## config.mk

```make
export PLATFORM = sky130hd
export DESIGN_NAME = muldiv_unit
export DESIGN_NICKNAME = d
export VERILOG_FILES = /design/src/rtl/muldiv_unit.sv
export SDC_FILE = /design/constraint.sdc
export NUM_CORES = 1
export LEC_CHECK = 0
export ABC_CLOCK_PERIOD_IN_PS = 3700
export BUFFER_PORTS_ARGS = -buffer_cell sky130_fd_sc_hd__buf_2
export CAP_MARGIN = 20
export CELL_PAD_IN_SITES_DETAIL_PLACEMENT = 1
export CELL_PAD_IN_SITES_GLOBAL_PLACEMENT = 1
export CORE_AREA = 2 2 278 280
export DETAILED_ROUTE_END_ITERATION = 10
export DIE_AREA = 0 0 280 282
export PLACE_DENSITY_LB_ADDON = 0.1
export SLEW_MARGIN = 10
export SYNTH_ARGS = -nofsm -noshare
export SYNTH_HDL_FRONTEND = slang
export SYNTH_SLANG_ARGS = --single-unit
```

## constraint.sdc

```tcl
create_clock -name clk -period 3.7 [get_ports clk]
set_input_delay 0.37 -clock clk [delete_from_list [all_inputs] [get_ports clk]]
set_output_delay 0.37 -clock clk [all_outputs]
set_load 0.02 [all_outputs]
```

## src/rtl/muldiv_unit.sv

```systemverilog
// rtl/muldiv_unit.sv - iterative MULT/MULTU/DIV/DIVU sequencer owning the HI/LO registers
module muldiv_unit #(
    parameter int XLEN = 32
) (
    input  logic            clk,
    input  logic            rst_n,
    input  logic            start,
    input  logic [1:0]      op,
    input  logic [XLEN-1:0] op_a,
    input  logic [XLEN-1:0] op_b,
    input  logic            mfhi,
    input  logic            mflo,
    input  logic            mthi,
    input  logic            mtlo,
    input  logic [XLEN-1:0] wdata,
    output logic            busy,
    output logic            stall,
    output logic            done,
    output logic [XLEN-1:0] hi,
    output logic [XLEN-1:0] lo,
    output logic [XLEN-1:0] rdata
);
    localparam int CNT_W = $clog2(XLEN);

    typedef enum logic [1:0] {S_IDLE, S_PREP, S_RUN, S_FIX} state_t;

    state_t              state_q, state_d;
    logic [1:0]          op_q, op_d;
    logic [XLEN-1:0]     a_q, a_d, b_q, b_d;
    logic [XLEN-1:0]     opnd_q, opnd_d;
    logic [XLEN-1:0]     hi_q, hi_d, lo_q, lo_d;
    logic [2*XLEN-1:0]   acc_q, acc_d;
    logic [CNT_W-1:0]    cnt_q, cnt_d;
    logic                neg_quo_q, neg_quo_d, neg_rem_q, neg_rem_d;
    logic                done_q, done_d;

    logic                is_div, is_signed;
    logic [XLEN-1:0]     abs_a, abs_b, quo, rem;
    logic [XLEN:0]       mul_sum, div_rem_sh, div_diff;
    logic [2*XLEN-1:0]   prod_fix;

    // op[1] selects divide, op[0] selects the unsigned variant
    assign is_div     = op_q[1];
    assign is_signed  = ~op_q[0];
    assign abs_a      = (is_signed && a_q[XLEN-1]) ? -a_q : a_q;
    assign abs_b      = (is_signed && b_q[XLEN-1]) ? -b_q : b_q;

    // acc holds {partial product, remaining multiplier} or {remainder, dividend/quotient}
    assign mul_sum    = {1'b0, acc_q[2*XLEN-1:XLEN]} + (acc_q[0] ? {1'b0, opnd_q} : '0);
    assign div_rem_sh = acc_q[2*XLEN-1:XLEN-1];
    assign div_diff   = div_rem_sh - {1'b0, opnd_q};
    assign prod_fix   = neg_quo_q ? -acc_q : acc_q;
    assign quo        = acc_q[XLEN-1:0];
    assign rem        = acc_q[2*XLEN-1:XLEN];

    always_comb begin
        state_d   = state_q;
        op_d      = op_q;
        a_d       = a_q;
        b_d       = b_q;
        opnd_d    = opnd_q;
        hi_d      = hi_q;
        lo_d      = lo_q;
        acc_d     = acc_q;
        cnt_d     = cnt_q;
        neg_quo_d = neg_quo_q;
        neg_rem_d = neg_rem_q;
        done_d    = 1'b0;
        case (state_q)
            S_IDLE: begin
                if (start) begin
                    op_d    = op;
                    a_d     = op_a;
                    b_d     = op_b;
                    state_d = S_PREP;
                end else begin
                    if (mthi) hi_d = wdata;
                    if (mtlo) lo_d = wdata;
                end
            end
            S_PREP: begin
                neg_quo_d = is_signed & (a_q[XLEN-1] ^ b_q[XLEN-1]);
                neg_rem_d = is_signed & a_q[XLEN-1];
                if (is_div) begin
                    opnd_d = abs_b;
                    acc_d  = {{XLEN{1'b0}}, abs_a};
                end else begin
                    opnd_d = abs_a;
                    acc_d  = {{XLEN{1'b0}}, abs_b};
                end
                cnt_d   = '0;
                state_d = S_RUN;
            end
            S_RUN: begin
                if (is_div) begin
                    if (!div_diff[XLEN])
                        acc_d = {div_diff[XLEN-1:0], acc_q[XLEN-2:0], 1'b1};
                    else
                        acc_d = {acc_q[2*XLEN-2:0], 1'b0};
                end else begin
                    acc_d = {mul_sum, acc_q[XLEN-1:1]};
                end
                cnt_d = cnt_q + 1'b1;
                if (cnt_q == CNT_W'(XLEN-1))
                    state_d = S_FIX;
            end
            S_FIX: begin
                if (is_div) begin
                    // divide by zero returns the raw dividend, no sign fix-up
                    if (b_q == '0) begin
                        lo_d = '1;
                        hi_d = a_q;
                    end else begin
                        lo_d = neg_quo_q ? -quo : quo;
                        hi_d = neg_rem_q ? -rem : rem;
                    end
                end else begin
                    hi_d = prod_fix[2*XLEN-1:XLEN];
                    lo_d = prod_fix[XLEN-1:0];
                end
                done_d  = 1'b1;
                cnt_d   = '0;
                state_d = S_IDLE;
            end
            default: state_d = S_IDLE;
        endcase
    end

    always_ff @(posedge clk or negedge rst_n) begin
        if (!rst_n) begin
            state_q   <= S_IDLE;
            op_q      <= '0;
            a_q       <= '0;
            b_q       <= '0;
            opnd_q    <= '0;
            hi_q      <= '0;
            lo_q      <= '0;
            acc_q     <= '0;
            cnt_q     <= '0;
            neg_quo_q <= 1'b0;
            neg_rem_q <= 1'b0;
            done_q    <= 1'b0;
        end else begin
            state_q   <= state_d;
            op_q      <= op_d;
            a_q       <= a_d;
            b_q       <= b_d;
            opnd_q    <= opnd_d;
            hi_q      <= hi_d;
            lo_q      <= lo_d;
            acc_q     <= acc_d;
            cnt_q     <= cnt_d;
            neg_quo_q <= neg_quo_d;
            neg_rem_q <= neg_rem_d;
            done_q    <= done_d;
        end
    end

    assign busy  = (state_q != S_IDLE);
    assign stall = busy & (start | mfhi | mflo | mthi | mtlo);
    assign done  = done_q;
    assign hi    = hi_q;
    assign lo    = lo_q;
    assign rdata = mfhi ? hi_q : lo_q;

endmodule

```

==> run_results.csv, run 1 <==
group,metric,value,unit
cells_and_area,nets,2731,
clock_tree,cts_sinks,236,
logic_synthesis,ys_seq_area_frac,0.314,
worst_setup_path,worst-path-max-fanout,8,
die,fp-row-count,101,
logic_synthesis,synth_flop_cell,"dfrtp_1",
power,power.leakage,0.0105,uW
logic_synthesis,yosysWarningCount,0,
detailed_routing,totalWireLength,89100,um
power,ir_worst_vdd,481,uV
die,fp.coreArea,75700,um^2
logic_synthesis,synth_edf_count,0,
logic_synthesis,synth.avg_cell_area,8.49,um^2
detailed_routing,drt_pass1_iterations,5,
cells_and_area,final_cells,3550,
global_routing,grt_first_pass_wirelength,131000,um
global_routing,grt_overflow,0,
run,maxCapViolCount,0,
global_routing,antenna_found_initial,4,
logic_synthesis,syn-cell-area,18800,um^2
power,powerDensity,1110,nW/um^2
clock_tree,cts_buffer_depth,3,
cells_and_area,fillCellCount,8843,
worst_setup_path,cp.arrival,3.99,ns
status,status,"completed",
global_routing,grt_pass1_vias,19393,
sta,finalMaxSlewViolations,0,
sta,relSlewSlack,0.285,
sta,worst_pin_slew,1.07,ns
detailed_routing,detail-route-antenna-nets,0,
global_routing,gr-usage-all-layers,0.223,
worst_setup_path,crit_type,"reg2reg",
clock_tree,clk_latency,0.61,ns
die,initial_core_util,0.248,
placement,place_congestion,0.861,
clock_tree,h-tree-depth,1,
global_routing,gr-usage-met1,0.301,
sta,finalSetupViolCount,0,
detailed_routing,viasPerCell,5.20,
placement,dp.cells,3431,
worst_setup_path,end_kind,"flip-flop",
clock_tree,cts_tree,"done",
global_routing,top_usage_layer,"met2",
die,ioPinCount,204,
sta,rsz0062_at_grt,"no",
worst_setup_path,required,4.18,ns
global_routing,met3_usage,0.0420,
placement,portBuffers,203,
cells_and_area,final_cell_mix,"dfrtp_1, nand2_1, nor2_1",
cells_and_area,layout.cells.most_common,"dfrtp_1",
detailed_routing,drt_iter0_drc,1068,
die,die_x,280,um
sta,hold_violations,0,
logic_synthesis,netlist_instances,2215,
sta,period_needed,3.51,ns
detailed_routing,vias,18461,
logic_synthesis,yosys_register_bits,236,
clock_tree,numCtsBuffers,31,
worst_setup_path,start_kind,"flip-flop",
logic_synthesis,async_flop_share,1.00,
cells_and_area,fin_util,0.312,
placement,dpl.hpwl,70800,um
global_routing,met2_usage,0.360,
cells_and_area,area_growth_syn_to_layout,25.4,%
logic_synthesis,ys_types,83,
sta,setup_tns,0,ns
die,die_area,79000,um^2
cells_and_area,drive_above_1_share,0.238,
detailed_routing,drc,0,
sta,skew,0.0278,ns
clock_tree,clkTransAtPathRegs,0.06,ns
detailed_routing,avgRoutedWirePerCell,25.1,um
global_routing,grt_max_degree,97,
die,die_h,282,um
sta,period_share,0.947,
worst_hold_path,min_path_type,"in2reg",
logic_synthesis,synth_nets,2397,
clock_tree,root_buffer,"clkbuf_16",
sta,fmax,0.285,GHz
## cells in the mapped netlist, drive strengths merged, types with 20 or more instances
master | n | share of area
nor4 | 26 | 0.012
nor2 | 210 | 0.042
a211oi | 23 | 0.0092
ha | 75 | 0.050
o211ai | 30 | 0.012
or3 | 26 | 0.0090
a21oi | 160 | 0.043
nor3 | 39 | 0.010
a21o | 30 | 0.012
mux2 | 107 | 0.064
xor2 | 76 | 0.035
o21ai | 210 | 0.056
xnor2 | 94 | 0.044
o31ai | 25 | 0.010
inv | 88 | 0.018
nand2b | 22 | 0.0073
mux2i | 65 | 0.035
clkbuf | 110 | 0.023
a31oi | 20 | 0.0067
nand2 | 230 | 0.046
nand3 | 49 | 0.013
dfrtp | 236 | 0.31
mux4 | 28 | 0.034
buf | 30 | 0.0087
## worst max-delay path: stages, from the launching register on
cell,delay [ns]
dfrtp_2,0.44
inv_4,0.11
nor2_1,0.06
ha_1,0.34
buf_4,0.14
nor3_1,0.05
buf_4,0.14
nor4_1,0.24
a22oi_1,0.15
buf_4,0.18
o211ai_1,0.21
buf_4,0.16
a31oi_1,0.10
buf_4,0.17
a31o_2,0.25
a31oi_2,0.18
xor2_1,0.16
nor2_1,0.06
o41ai_2,0.22
## stage by stage
stage | hold slack (ns) | power (uW) | worst slack, ns | instance area, um^2
finish | 0.0338 | 26100 | 0.194 | 23600
detailed placement | 0.484 | 22900 | -0.0790 | 21900
CTS | 0.00110 | 26200 | 0.00281 | 23500
global route | 0.0146 | 28000 | 0.00109 | 23600
global placement | 0.479 | 22700 | -0.132 | 21900
floorplan | 0.0744 | 15700 | 0.298 | 18800
## routing by layer
| metal | up-vias | share of wire |
|---|---|---|
| met3 | 130 | 0.047 |
| met4 | 4 | 0.033 |
| met2 | 407 | 0.46 |
| met5 | - | 0.00029 |
| li1 | 8622 | - |
| met1 | 9298 | 0.46 |
## where the power goes
part | internal [uW] | total, uW | switching (uW) | leakage [uW]
logic | 6630 | 17600 | 10900 | 0.00708
clock network | 1790 | 3060 | 1270 | 0.000484
registers | 3840 | 5490 | 1650 | 0.00289
## logic make-up (layout without fill, tap and decap cells)
logic type / Yosys count / count (layout) / synth area share
AND/OR/NAND/NOR: 693 / 693 / 0.174
AO/OA/AOI/OAI: 608 / 608 / 0.198
flip-flops: 236 / 236 / 0.314
buffers and inverters: 231 / 587 / 0.0509
multiplexers: 200 / 200 / 0.133
XOR/XNOR: 170 / 170 / 0.0792
adder cells (fa/ha/maj): 77 / 77 / 0.0521
other: 0 / 1 / 0
## repair_timing
action / CTS / global route
setup buffers: 0 / 3
endpoints found under the setup margin: 3 / 35
gates resized for setup: 4 / 18
endpoints found under the hold margin: 151 / 0
pin swaps: 0 / 3
hold buffers: 60 / 0
## cell type report
type / instances / area, um^2 / area share
Clock inverter: 6 / 87.6 / 0.00371
Inverter: 88 / 333 / 0.0141
Timing Repair Buffer: 444 / 3050 / 0.129
Clock buffer: 49 / 903 / 0.0383
Multi-Input combinational cell: 1748 / 12100 / 0.512
Tap cell: 978 / 1220 / 0.0519
Antenna cell: 1 / 2.50 / 0.000106
Sequential cell: 236 / 5910 / 0.251
## worst paths after layout
check                      startpoint         end  slack (ns)  cells past startpoint
max                          acc_q[0]   acc_q[62]        0.19                     18
min reg2reg                opnd_q[28]  opnd_q[28]        0.49                      2
min in group asynchronous       rst_n   acc_q[61]        0.39                      2
max in group asynchronous       rst_n       hi[6]        2.25                      3
max reg2reg                  acc_q[0]   acc_q[62]        0.19                     18
min                           op_a[1]      a_q[1]        0.03                      2
## sequential cells by signal, summed over array words and instances (netlist names), 2 cells and up
register  cells
opnd_q       32
op_q          2
b_q          32
acc_q        64
state_q       2
cnt_q         5
a_q          32
hi           32
lo           32
(Power assumes the default switching activity.)
==> inputs of run 2 (changes only) <==
CTS_BUF_LIST = sky130_fd_sc_hd__clkbuf_8   (was unset)
RECOVER_POWER = 25   (was unset)
==> run 2 against run 1 <==
Net effect: sequential share of layout area decreased by 0.17 points; first-iteration DRC count increased by 4.5%; global-route usage increased by 0.21 points; utilization increased by 0.22 points; power about the same; register-to-register slack got worse by 0.05 ns; sequential power about the same; critical endpoint unchanged; via count increased by 1.4%; die area unchanged; critical path depth decreased by 1; final cell count increased by 1.4%; clock power about the same.
==> run_results.csv, run 2 (synthesis gave the netlist of run 1 again) <==
group,metric,value,unit
status,status,"completed",
sta,relSlewSlack,0.0851,
cells_and_area,fin_util,0.314,
worst_setup_path,required,4.22,ns
power,powerDensity,1100,nW/um^2
placement,place_congestion,0.861,
detailed_routing,drc,0,
cells_and_area,drive_above_1_share,0.245,
worst_hold_path,min_path_type,"in2reg",
detailed_routing,drt_iter0_drc,1116,
sta,worst_pin_slew,1.37,ns
die,fp.coreArea,75700,um^2
cells_and_area,layout.cells.most_common,"dfrtp_1",
die,die_h,282,um
worst_setup_path,crit_start,"acc_q[0]",
sta,fmax,0.282,GHz
cells_and_area,top_register,"acc_q",
worst_setup_path,r2r_end,"acc_q[62]",
sta,hold_violations,0,
sta,period_needed,3.55,ns
clock_tree,root_buffer,"clkbuf_8",
placement,dpl.hpwl,70800,um
detailed_routing,avgRoutedWirePerCell,25.0,um
worst_setup_path,reg2reg_slack,0.15,ns
die,initial_core_util,0.248,
worst_setup_path,r2r-start,"acc_q[0]",
worst_setup_path,r2r_cells,17,
cells_and_area,final_cell_mix,"dfrtp_1, nand2_1, nor2_1",
worst_setup_path,cp-endpoint,"acc_q[62]",
global_routing,grt_first_pass_wirelength,132000,um
cells_and_area,multi_input_area,12100,um^2
power,power.leakage,0.0106,uW
worst_setup_path,end_kind,"flip-flop",
run,maxCapViolCount,0,
detailed_routing,totalWireLength,89900,um
placement,portBuffers,203,
cells_and_area,largest_reg_flops,64,
sta,skew,0.0411,ns
global_routing,grt_pass1_vias,19601,
global_routing,grt_overflow,0,
die,ioPinCount,204,
clock_tree,clkTransAtPathRegs,0.06,ns
detailed_routing,vias,18716,
sta,finalSetupViolCount,0,
clock_tree,numCtsBuffers,50,
worst_setup_path,worst-path-max-fanout,12,
die,fp-row-count,101,
die,die_area,79000,um^2
cells_and_area,area_growth_syn_to_layout,26.3,%
global_routing,antenna_found_initial,3,
global_routing,grt_max_degree,97,
detailed_routing,drt_pass1_iterations,5,
clock_tree,cts_tree,"done",
worst_setup_path,cpMaxStageDelayCell,"dfrtp_2",
worst_setup_path,crit_chain,"inv_4 -> buf_6 -> nor2_1 -> ha_1 -> nand2_1 -> nor4_2 -> a22oi_1 -> buf_4 -> o211ai_1 -> buf_4 -> a31oi_1 -> buf_4 -> a31o_2 -> a31oi_2 -> xor2_1 -> nor2_1 -> o41ai_2",
worst_setup_path,crit_type,"reg2reg",
worst_setup_path,crit_path_frequent_cell,"buf_4",
sta,finalMaxSlewViolations,0,
sta,setup_tns,0,ns
sta,period_share,0.960,
clock_tree,clk_latency,0.66,ns
die,die_x,280,um
worst_setup_path,start_kind,"flip-flop",
detailed_routing,detail-route-antenna-nets,0,
cells_and_area,nets,2763,
clock_tree,h-tree-depth,2,
detailed_routing,viasPerCell,5.20,
cells_and_area,fillCellCount,8874,
power,ir_worst_vdd,462,uV
clock_tree,cts_sinks,236,
cells_and_area,regArea,5910,um^2
worst_setup_path,cp.arrival,4.07,ns
worst_setup_path,cpPeakStageDelay,0.44,ns
global_routing,gr-usage-all-layers,0.225,
clock_tree,cts_buffer_depth,3,
## run 2: routing by layer
| layer | vias up | global-route usage | routed length (um) |
|---|---|---|---|
| met3 | 137 | 0.0422 | 4400 |
| met2 | 445 | 0.362 | 41000 |
| met1 | 9432 | 0.303 | 41600 |
| met5 | - | 0.00733 | 93 |
| li1 | 8698 | - | - |
| met4 | 4 | 0.0718 | 2850 |
## run 2: final cells by class
type,count,share of cell area
inverter,88,0.0140
multi-input combinational,1748,0.508
timing repair buffer,457,0.133
sequential,236,0.249
tap,978,0.0515
antenna,1,0.000105
clock inverter,27,0.00754
clock buffer,64,0.0371
## run 2: how the worst min path moves through the flow
stage	slack [ns]	cells past startpoint	start	endpoint
after floorplan	0.07	0	rst_n	a_q[0]
after global placement	0.48	2	cnt_q[4]	cnt_q[4]
after detailed placement	0.48	2	opnd_q[28]	opnd_q[28]
after CTS	0.002	3	wdata[6]	lo[6]
after global routing	0.05	3	wdata[14]	hi[14]
final	0.05	3	wdata[7]	hi[7]
## run 2: report_power, final
group,internal (uW),switching (uW)
Clock,1690,1380
Sequential,3840,1640
Combinational,6630,11000
Total,12200,14000
## run 2: worst max-delay path, delay by kind of cell, from the launching register on
| kind | cells | cell delay (ns) |
|---|---|---|
| AO/OA/AOI/OAI | 6 | 1.13 |
| XOR/XNOR | 1 | 0.16 |
| AND/OR/NAND/NOR | 4 | 0.52 |
| buffers and inverters | 5 | 0.79 |
| flip-flops | 1 | 0.44 |
| adder cells (fa/ha/maj) | 1 | 0.35 |
## run 2: timing repair
item / CTS / global route
setup buffers: 0 / 4
endpoints found under the hold margin: 163 / 0
pin swaps: 0 / 4
hold buffers: 72 / 0
endpoints found under the setup margin: 4 / 21
resized for setup: 5 / 17
## run 2: stage by stage
| step | area [um^2] | setup slack [ns] | hold slack (ns) | total power [uW] | instances |
|---|---|---|---|---|---|
| after CTS | 23700 | 0.00706 | 0.00239 | 26200 | 3594 |
| after global routing | 23700 | -0.0382 | 0.0467 | 28100 | 3599 |
| after floorplan | 18800 | 0.298 | 0.0744 | 15700 | 2215 |
| after detailed placement | 21900 | -0.0790 | 0.484 | 22900 | 3431 |
| final | 23700 | 0.149 | 0.0474 | 26100 | 3599 |
| after global placement | 21900 | -0.132 | 0.479 | 22700 | 3431 |
==> inputs of run 3 (changes only) <==
==> constraint.sdc (replaced) <==
create_clock -name clk -period 3.7 [get_ports clk]
set_input_delay 0.185 -clock clk [delete_from_list [all_inputs] [get_ports clk]]
set_output_delay 0.185 -clock clk [all_outputs]
set_load 0.02 [all_outputs]
==> run 3 against run 2 <==
Net effect: the run now ends with max-capacitance violations, max-slew violations left; flip-flop and latch count did not move; register-to-register slack hardly changed; combinational power barely moved; sequential share of layout area decreased by 0.52 points; fmax about the same; largest power group unchanged.
==> run_results.csv, run 3 (synthesis gave the netlist of run 1 again) <==
group,metric,value,unit
clock_tree,cts_tree,"done",
global_routing,antenna_found_initial,3,
sta,finalMaxSlewViolations,58,
die,fp-row-count,101,
cells_and_area,fillCellCount,8881,
worst_setup_path,r2r-start,"acc_q[55]",
sta,hold_violations,0,
cells_and_area,area_growth_syn_to_layout,29.0,%
die,die_h,282,um
cells_and_area,final_cell_mix,"dfrtp_1, nand2_1, nor2_1",
cells_and_area,drive_above_1_share,0.250,
detailed_routing,drt_iter0_drc,1203,
sta,setup_ws,0.152,ns
sta,worst_pin_slew,1.84,ns
worst_setup_path,worst-path-max-fanout,13,
detailed_routing,avgRoutedWirePerCell,24.8,um
placement,dpl.hpwl,70900,um
cells_and_area,top_register,"acc_q",
sta,relSlewSlack,-0.227,
worst_hold_path,hold_depth,5,
worst_setup_path,cp.arrival,4.06,ns
detailed_routing,vias,18913,
detailed_routing,drt_pass1_iterations,5,
cells_and_area,layout.cells.most_common,"dfrtp_1",
cells_and_area,largest_reg_flops,64,
worst_setup_path,required,4.21,ns
global_routing,met3_usage,0.0273,
detailed_routing,totalWireLength,90200,um
clock_tree,numCtsBuffers,51,
sta,fmax,0.282,GHz
status,status,"complete, but fails checks",
clock_tree,clkTransAtPathRegs,0.06,ns
clock_tree,clk_latency,0.66,ns
worst_setup_path,end_kind,"flip-flop",
worst_setup_path,start_kind,"flip-flop",
global_routing,top_usage_layer,"met2",
clock_tree,h-tree-depth,2,
die,fp.coreArea,75700,um^2
cells_and_area,stdcell_area,24200,um^2
global_routing,grt_first_pass_wirelength,134000,um
sta,period_needed,3.55,ns
placement,dp_slack,-0.129,ns
sta,skew,0.0458,ns
placement,portBuffers,203,
power,power.leakage,0.0108,uW
worst_setup_path,crit_type,"reg2reg",
global_routing,grt_overflow,0,
global_routing,gr-usage-met1,0.318,
die,die_x,280,um
cells_and_area,nets,2795,
global_routing,grt_max_degree,86,
global_routing,gr-usage-all-layers,0.226,
clock_tree,cts_sinks,236,
sta,finalSetupViolCount,0,
sta,period_share,0.959,
global_routing,met2_usage,0.373,
run,maxCapViolCount,1,
worst_setup_path,reg2reg_slack,0.15,ns
worst_setup_path,r2r_cells,12,
power,powerDensity,1100,nW/um^2
clock_tree,cts_buffer_depth,3,
die,initial_core_util,0.248,
power,ir_worst_vdd,399,uV
global_routing,grt_pass1_vias,19833,
placement,place_area,21900,um^2
worst_hold_path,hold_end,"hi[0]",
detailed_routing,detail-route-antenna-nets,0,
worst_hold_path,holdCritStartpoint,"mthi",
die,die_area,79000,um^2
worst_setup_path,r2r_end,"acc_q[39]",
placement,place_congestion,0.864,
sta,setup_tns,0,ns
status,violations,"max-capacitance violations, max-slew violations",
detailed_routing,drc,0,
worst_hold_path,min_path_type,"in2reg",
clock_tree,root_buffer,"clkbuf_8",
detailed_routing,viasPerCell,5.20,
die,ioPinCount,204,
-- run 3: cell count changes in the layout (fill, tap and decap cells not counted), sizes merged, moves of 3 or more --
| cell | change |
|---|---|
| bufinv | +3 |
| buf | +4 |
| clkbuf | +7 |
| dlygate4sd3 | +27 |
| clkinv | -4 |
| inv | -3 |
-- run 3: power breakdown --
| group | switching [uW] | total (uW) | internal, uW | leakage (uW) |
|---|---|---|---|---|
| sequential | 1640 | 5480 | 3840 | 0.00289 |
| clock | 1370 | 3420 | 2050 | 0.000664 |
| combinational | 11100 | 17800 | 6700 | 0.00724 |
| total | 14100 | 26700 | 12600 | 0.0108 |
-- run 3: how the worst max path moves through the flow --
| stage | depth (start not counted) | end | slack (ns) | from |
|---|---|---|---|---|
| 2_1_floorplan | 14 | acc_q[63] | 0.30 | acc_q[0] |
| 5_1_grt | 15 | acc_q[39] | -0.007 | opnd_q[0] |
| 3_3_place_gp | 11 | hi[1] | -0.15 | acc_q[14] |
| 4_1_cts | 17 | acc_q[61] | 0.03 | acc_q[0] |
| 6_report | 12 | acc_q[39] | 0.15 | acc_q[55] |
| 3_5_place_dp | 11 | hi[1] | -0.13 | acc_q[14] |
-- run 3: per-stage QoR --
step	power (uW)	hold slack, ns	utilization	cells
after floorplan	15700	-0.111	-	2215
after global placement	22700	0.179	0.289	3437
after detailed placement	23000	0.188	0.289	3437
after CTS	26700	0.0921	0.319	3631
after global routing	28600	0.218	0.320	3634
final	26700	0.230	0.320	3635
-- run 3: what timing repair did --
item,4_1_cts,5_1_grt
hold endpoints to repair,230,0
endpoints found under the setup margin,5,43
gates resized for setup,5,30
setup buffers,0,2
pin swaps,0,7
hold buffers,99,0
-- run 3: cell type report --
type	count	area, um^2	area share
diodes	2	5.00	0.000206
inverters	88	330	0.0136
clock buffers	71	977	0.0403
repair buffers	488	3430	0.141
clock inverters	24	240	0.00991
flip-flops and latches	236	5910	0.244
well taps	978	1220	0.0505
multi-input cells	1748	12100	0.500
-- run 3: worst max-delay path, cell delays in order (launching register included) --
cell,delay (ns)
dfrtp_1,0.52
ha_1,0.34
a21oi_2,0.22
o21bai_1,0.09
a21o_1,0.21
a211oi_1,0.24
o31a_1,0.22
mux2_2,0.39
or4b_4,0.55
buf_4,0.21
nand2_1,0.08
a21oi_1,0.06
a221o_1,0.27
-- run 3: layer usage --
layer | part of all wire | up-vias
met5 | 0 | -
met2 | 0.47 | 425
li1 | - | 8767
met1 | 0.47 | 9645
met3 | 0.040 | 76
met4 | 0.018 | 0
